$ cat src/rtl/pc_control_if.sv
// Bundle of control inputs and fetch-side outputs between the PC stage and its neighbours.
interface pc_control_if #(
    parameter int unsigned B = 32
);
    logic         start;
    logic         step_mode;
    logic         step;
    logic         stall;
    logic         branch_taken;
    logic [B-1:0] branch_target;
    logic         jump;
    logic [B-1:0] jump_target;
    logic [B-1:0] instruction;
    logic [B-1:0] pc;
    logic [B-1:0] pc_plus4;
    logic         fetch_valid;
    logic         halted;
    logic [B-1:0] fetch_count;

    modport master (
        input  start, step_mode, step, stall, branch_taken, branch_target,
               jump, jump_target, instruction,
        output pc, pc_plus4, fetch_valid, halted, fetch_count
    );

    modport slave (
        output start, step_mode, step, stall, branch_taken, branch_target,
               jump, jump_target, instruction,
        input  pc, pc_plus4, fetch_valid, halted, fetch_count
    );
endinterface

$ cat src/rtl/pc_control.sv
// Program-counter stage: next-PC selection, stall handling and run/step/halt sequencing.
module pc_control #(
    parameter int unsigned    B          = 32,
    parameter logic [B-1:0]   RESET_PC   = '0,
    parameter logic [B-1:0]   HALT_INSTR = '1
) (
    input  logic          clk,
    input  logic          reset,
    pc_control_if.master  bus
);
    localparam int unsigned ALIGN_W = 2;

    localparam logic [1:0] IDLE   = 2'd0;
    localparam logic [1:0] RUN    = 2'd1;
    localparam logic [1:0] STEP   = 2'd2;
    localparam logic [1:0] HALTED = 2'd3;

    logic [1:0]   state;
    logic [1:0]   state_nxt;
    logic [B-1:0] pc_q;
    logic [B-1:0] pc_nxt;
    logic [B-1:0] count_q;
    logic         halted_q;
    logic         active;
    logic         fetch_ok;
    logic         halt_hit;
    logic [B-1:0] seq_pc;

    assign seq_pc = pc_q + B'(4);

    // State register
    always_ff @(posedge clk or negedge reset) begin
        if (!reset) state <= IDLE;
        else        state <= state_nxt;
    end

    // Next state, next PC and fetch qualification
    always_comb begin
        state_nxt = state;
        pc_nxt    = pc_q;
        fetch_ok  = 1'b0;
        halt_hit  = 1'b0;
        active    = (state == RUN) || ((state == STEP) && bus.step);

        if (active) begin
            if (bus.branch_taken) begin
                pc_nxt = {bus.branch_target[B-1:ALIGN_W], ALIGN_W'(0)};
            end else if (bus.jump) begin
                pc_nxt = {bus.jump_target[B-1:ALIGN_W], ALIGN_W'(0)};
            end else if (bus.stall) begin
                pc_nxt = pc_q;
            end else if (bus.instruction == HALT_INSTR) begin
                halt_hit = 1'b1;
            end else begin
                pc_nxt   = seq_pc;
                fetch_ok = 1'b1;
            end
        end

        case (state)
            IDLE: begin
                if (bus.start) state_nxt = bus.step_mode ? STEP : RUN;
            end
            RUN: begin
                if (halt_hit)           state_nxt = HALTED;
                else if (bus.step_mode) state_nxt = STEP;
            end
            STEP: begin
                if (halt_hit)            state_nxt = HALTED;
                else if (!bus.step_mode) state_nxt = RUN;
            end
            default: state_nxt = HALTED;
        endcase
    end

    // Datapath registers
    always_ff @(posedge clk or negedge reset) begin
        if (!reset) begin
            pc_q     <= RESET_PC;
            halted_q <= 1'b0;
            count_q  <= '0;
        end else begin
            pc_q     <= pc_nxt;
            halted_q <= (state_nxt == HALTED);
            if (fetch_ok) count_q <= count_q + B'(1);
        end
    end

    assign bus.pc          = pc_q;
    assign bus.pc_plus4    = seq_pc;
    assign bus.fetch_valid = fetch_ok;
    assign bus.halted      = halted_q;
    assign bus.fetch_count = count_q;
endmodule

$ cat src/flat_wrapper.sv
// flat-port wrapper written by rule: the top's interface ports become plain ports
module pc_control_flat 
#(
    parameter int unsigned    B          = 32,
    parameter logic [B-1:0]   RESET_PC   = '0,
    parameter logic [B-1:0]   HALT_INSTR = '1
)
  (clk, reset, bus_start, bus_step_mode, bus_step, bus_stall, bus_branch_taken, bus_branch_target, bus_jump, bus_jump_target, bus_instruction, bus_pc, bus_pc_plus4, bus_fetch_valid, bus_halted, bus_fetch_count);
  pc_control_if #(.B(B)) bus_i ();
  input  logic clk;
  input  logic reset;
  input wire logic [$bits(bus_i.start)-1:0] bus_start;
  input wire logic [$bits(bus_i.step_mode)-1:0] bus_step_mode;
  input wire logic [$bits(bus_i.step)-1:0] bus_step;
  input wire logic [$bits(bus_i.stall)-1:0] bus_stall;
  input wire logic [$bits(bus_i.branch_taken)-1:0] bus_branch_taken;
  input wire logic [$bits(bus_i.branch_target)-1:0] bus_branch_target;
  input wire logic [$bits(bus_i.jump)-1:0] bus_jump;
  input wire logic [$bits(bus_i.jump_target)-1:0] bus_jump_target;
  input wire logic [$bits(bus_i.instruction)-1:0] bus_instruction;
  output wire logic [$bits(bus_i.pc)-1:0] bus_pc;
  output wire logic [$bits(bus_i.pc_plus4)-1:0] bus_pc_plus4;
  output wire logic [$bits(bus_i.fetch_valid)-1:0] bus_fetch_valid;
  output wire logic [$bits(bus_i.halted)-1:0] bus_halted;
  output wire logic [$bits(bus_i.fetch_count)-1:0] bus_fetch_count;
  assign bus_i.start = bus_start;
  assign bus_i.step_mode = bus_step_mode;
  assign bus_i.step = bus_step;
  assign bus_i.stall = bus_stall;
  assign bus_i.branch_taken = bus_branch_taken;
  assign bus_i.branch_target = bus_branch_target;
  assign bus_i.jump = bus_jump;
  assign bus_i.jump_target = bus_jump_target;
  assign bus_i.instruction = bus_instruction;
  assign bus_pc = bus_i.pc;
  assign bus_pc_plus4 = bus_i.pc_plus4;
  assign bus_fetch_valid = bus_i.fetch_valid;
  assign bus_halted = bus_i.halted;
  assign bus_fetch_count = bus_i.fetch_count;
  pc_control #(.B(B), .RESET_PC(RESET_PC), .HALT_INSTR(HALT_INSTR)) u_core (.clk(clk), .reset(reset), .bus(bus_i));
endmodule
$ cat config.mk
export PLATFORM = sky130hd
export DESIGN_NAME = pc_control_flat
export DESIGN_NICKNAME = d
export VERILOG_FILES = /design/src/rtl/pc_control_if.sv /design/src/rtl/pc_control.sv /design/src/flat_wrapper.sv
export SDC_FILE = /design/constraint.sdc
export NUM_CORES = 1
export LEC_CHECK = 0
export ABC_CLOCK_PERIOD_IN_PS = 4059
export CORE_ASPECT_RATIO = 0.8
export CORE_MARGIN = 2
export CORE_UTILIZATION = 45
export DETAILED_ROUTE_END_ITERATION = 10
export GPL_ROUTABILITY_DRIVEN = 0
export PLACE_DENSITY_LB_ADDON = 0.05
export SLEW_MARGIN = 20
export SYNTH_ARGS = -nofsm -noshare
export SYNTH_HDL_FRONTEND = slang
export SYNTH_SLANG_ARGS = --single-unit
$ cat constraint.sdc
create_clock -name clk -period 4.06 [get_ports clk]
set_input_delay 0.812 -clock clk [delete_from_list [all_inputs] [get_ports clk]]
set_output_delay 0.812 -clock clk [all_outputs]
set_load 0.005 [all_outputs]
* Word-level counts from Yosys, hierarchy flattened
Index checks and enable logic that the tools add are counted.
Widths: inputs -> output; s select.
** Storage, ports and cells
- Register bits :: 67
- Output and inout port bits :: 98
** Cells by class
- $add $sub $neg :: 2
- Equality and inequality tests :: 6
- Mux-type cells :: 21
- Reduce and logical (&&, ||, !) cells :: 4
** Operator list (count)
- $mux 32 :: 4
- $add 32x1->32 const B :: 1
- $add 32x3->32 const B :: 1
- $eq 32x32->1 const B :: 1
- $mux 2 :: 6
- $mux 1 :: 10
- $pmux 2 s3 :: 1
- $eq 2x2->1 const B :: 2
- $ne 3x1->1 const B :: 1
- $ne 3x3->1 const B :: 1
- $reduce_and 3->1 :: 1
- $eq 2x1->1 const B :: 1
- $logic_not 2->1 :: 1
- $logic_and 1x1->1 :: 1
- $logic_or 1x1->1 :: 1

* Logic depth before layout (Yosys ltp)
Gate-level depths: netlist (run 1).
- Word-level depth :: 9
- Depth in mapped cells :: 7
- Depth with buffers taken out :: 6

* Least setup slack after synthesis (run 1)
No wires, ideal clock.
- Path kind :: reg2out
- Start :: reg u_core.pc_q[2], in the netlist u_core.bus.pc[2]
- End :: out bus_pc_plus4[28]
- Arrival :: 1945 ps
- Slack :: 1303 ps
- Cell stages (with the launch flop) :: 7
- Path buffers :: 1
- Path through :: dfrtp_1 -> ha_1 -> nand3_1 -> or4_1 -> clkbuf_2 -> or4_4 -> xnor2_1
** Between the ends
- Longest elaborated chain between the ends :: 1
** RTL lines
- start, declared :: line pc_control.sv:20 : logic [B-1:0] pc_q;
- start signal, assigned :: line pc_control.sv:83 : pc_q <= pc_nxt;
- $add 32x3->32 :: line pc_control.sv:29 : assign seq_pc = pc_q + B'(4);
- end, declared :: line flat_wrapper.sv:22 : output wire logic [$bits(bus_i.pc_plus4)-1:0] bus_pc_plus4;
No other way between the ends.

* Worst setup path in the final report (run 1)
Same ends and word-level chain as after synthesis.

==> results of run 1 <==
[state kept, by name (all words and copies together) (netlist names)]
register / flops
u_core.bus.fetch_count: 32
u_core.bus.halted: 1
u_core.bus.pc: 30
u_core.state: 2
[how the worst max path moves through the flow]
stage / startpoint / endpoint / slack [ns]
4_1_cts: u_core.bus.pc[2] / bus_pc_plus4[28] / 0.17
2_1_floorplan: u_core.bus.pc[2] / bus_pc_plus4[28] / 1.30
3_5_place_dp: bus_jump / bus_fetch_valid / 0.36
5_1_grt: u_core.bus.pc[2] / bus_pc_plus4[28] / 0.005
6_report: u_core.bus.pc[2] / bus_pc_plus4[28] / 0.15
3_3_place_gp: bus_jump / bus_fetch_valid / 0.41
[worst reg2reg max path, cell delays in order (launching register included)]
cell and delay (ns):
dfrtp_1 0.46, ha_1 0.27, nand3_1 0.21, or4_1 0.65, or4_4 0.51, o221ai_1 0.20
a32oi_1 0.12
[kinds of logic (layout without fill, tap and decap cells)]
| family | count (synthesis) | after routing | share of synthesized area (%) |
|---|---|---|---|
| AO/OA/AOI/OAI | 108 | 108 | 18.6 |
| XOR/XNOR | 57 | 57 | 11.9 |
| adder cells (fa/ha/maj) | 2 | 2 | 0.596 |
| buffers and inverters | 46 | 238 | 4.65 |
| flip-flops | 65 | 65 | 38.8 |
| multiplexers | 3 | 3 | 0.746 |
| other | 1 | 4 | 0.0894 |
| AND/OR/NAND/NOR | 190 | 190 | 24.6 |
[cell type report]
| cell class | instances | area [µm²] | share of cell area (%) |
|---|---|---|---|
| multi-input cells | 364 | 2410 | 36.4 |
| inverters | 16 | 60.1 | 0.909 |
| well taps | 115 | 144 | 2.18 |
| repair buffers | 206 | 2030 | 30.7 |
| clock buffers | 9 | 225 | 3.41 |
| clock inverters | 7 | 119 | 1.80 |
| flip-flops and latches | 65 | 1630 | 24.6 |
[layer usage]
layer  global-route usage (%)  vias up
li1                         -     2119
met1                     36.4     2206
met2                     47.6      261
met3                     8.39       24
met4                     9.45        0
met5                        0        -
[stage by stage]
step / cells / hold WS, ns / area, µm²
after floorplan: 475 / 0.468 / 4210
after global placement: 766 / 0.463 / 6260
after detailed placement: 766 / 0.475 / 6260
after CTS: 782 / 0.488 / 6610
after global routing: 782 / 0.507 / 6610
final: 782 / 0.480 / 6610
[synth_stat cells, types with 9 or more instances]
| cell | count | area, µm² |
|---|---|---|
| a31oi_1 | 14 | 87.6 |
| and3_1 | 9 | 56.3 |
| clkbuf_1 | 19 | 71.3 |
| dfrtp_1 | 65 | 1630 |
| inv_1 | 16 | 60.1 |
| nand2_1 | 45 | 169 |
| nand3_1 | 25 | 125 |
| nand4_1 | 23 | 144 |
| nor2_1 | 24 | 90.1 |
| nor3_1 | 26 | 130 |
| o21ai_0 | 18 | 90.1 |
| xnor2_1 | 39 | 342 |
| xor2_1 | 18 | 158 |
[where the power goes]
group	leakage, nW	internal, mW	switching (mW)	total [mW]
clock	0.162	0.600	0.305	0.904
sequential	0.820	0.831	0.293	1.12
combinational	1.66	1.02	0.791	1.81
total	2.64	2.45	1.39	3.84
==> metrics.md, run 1 <==
| Metric | Value |
|---|---|
| Status | `complete, no violations` |
| Critical Path Slowest Stage Cell | `or4_1` |
| Global Route Usage Sum | `28.8%` |
| Hold Crit Class | `input pin to async pin` |
| Fin. Hold Viols | `0` |
| I/O pins | `202` |
| FP Rows | `31` |
| WL/cell | `19.0 µm` |
| Finished Core Util | `72.8%` |
| CP Max Fanout | `7` |
| RR Endpoint | `u_core.bus.pc[28]` |
| Buf+Inv Stages, Crit Path | `1` |
| Stages on the worst setup path | `6` |
| GRT Residual Overflow | `0` |
| CP required | `3.25 ns` |
| Async SR Flop Fraction | `100%` |
| Final worst slack | `0.154 ns` |
| Area Growth Syn to Fin | `57.5%` |
| Slew headroom | `30.5%` |
| Drt pass-1 iters | `5` |
| Wl on met1 | `6010 µm` |
| Largest net degree at the start of global routing | `46` |
| Max-Cap Viols | `0` |
| CORE AREA | `0.00908 mm²` |
| Share of cells above drive strength 1 | `7.35%` |
| Final Setup Violations | `0` |
| Number of synthesized flops with an enable pin | `0` |
| DP HPWL | `10600 µm` |
| H-tree depth | `3` |
| Most frequent cells in the layout | `clkdlybuf4s50_1 (192), dfrtp_1 (65), nand2_1 (45), xnor2_1 (39), nor3_1 (26)` |
| Peak Freq | `256 MHz` |
| Top routing layer in use | `met4` |
| Post-CTS Resized | `0` |
| Startpoint Class | `flop` |
| Post-Syn Area per Cell | `8.89 µm²` |
| Crit path time final | `3.91 ns` |
| Tcrit/Tclk final | `96.2%` |
| Power, Total | `3.84 mW` |
| Clk_skew | `0.00965 ns` |
| Initial detailed-routing violation count | `303` |
| Setup bufs post-CTS | `0` |
| Clock edge transition at the registers on the reported setup and hold paths | `0.06 ns` |
| Die ar. | `0.0101 mm²` |
| Die height | `90.4 µm` |
| Port Buffers | `193` |
| FF-to-FF setup slack | `1.47 ns` |
| Vias per cell | `5.90` |
| Initial Util | `46.2%` |
| Root buf cell | `clkbuf_16` |
| Filler instances | `721` |
| Cell Pwr Density | `581 mW/mm²` |
| Ant. Diodes | `0` |
| DR WL met3 | `1460 µm` |
| Worst r2r path cells | `6` |
| CTS tree | `built` |
| Vias in the first global route | `4542` |
| Hold_buf cts | `0` |
| Critical path class | `flop to output pin` |
| Sequential area share after synthesis | `38.8%` |
| DRC Markers | `0` |
| Die width | `112 µm` |
| Vias | `4610` |
| Num CTS Buffers | `9` |
| First-pass GRT wire length | `23500 µm` |
| CP Cell Sequence | `ha_1 > nand3_1 > or4_1 > or4_4 > xnor2_1 > clkdlybuf4s50_1` |
| Syn. warnings | `0` |
| Place WS | `0.361 ns` |
| CP arrival | `3.09 ns` |
| Most common cell after layout, fill and taps aside | `clkdlybuf4s50_1` |
| Leak | `2.64 nW` |
| CTS sink cnt | `65` |
| Routed Antenna Nets | `0` |
| Max incr delay on CP | `0.65 ns` |
| Nets@finish | `768` |
| Actual slew at the worst max-slew pin | `1.04 ns` |
| Final-report max-slew violation count | `0` |
| Post-synth cell types | `67` |
| FF+latch count, synth | `65` |
| Final WL | `14900 µm` |
| CP endpoint kind | `output pin` |
| Worst path top cell family by delay | `simple AND/OR/NAND/NOR gates` |
| FF-to-FF Start | `u_core.bus.pc[2]` |
| Met2 wire len | `7110 µm` |
| RSZ-0062 raised after global routing | `false` |
| VDD IR max | `0.000308 V` |
| Mapped Cells | `472` |
| CTS Buffer Depth | `2` |
| Initial antenna violation count | `0` |
| Mapped Area | `0.00420 mm²` |
| Skew-Pair Late Insertion Delay | `0.33 ns` |
| Ys flop type | `dfrtp_1` |
| Setup total negative slack | `0 ns` |
Note: power is estimated with default switching activity, not from simulation.
==> run 2, diff against run 1 <==
--- a/config.mk
+++ b/config.mk
@@ -16,3 +16,4 @@
 export SYNTH_ARGS = -nofsm -noshare
 export SYNTH_HDL_FRONTEND = slang
 export SYNTH_SLANG_ARGS = --single-unit
+export TNS_END_PERCENT = 5
==> results of run 2 <==
Final layout, timing and power as in run 1 (identical DEF).
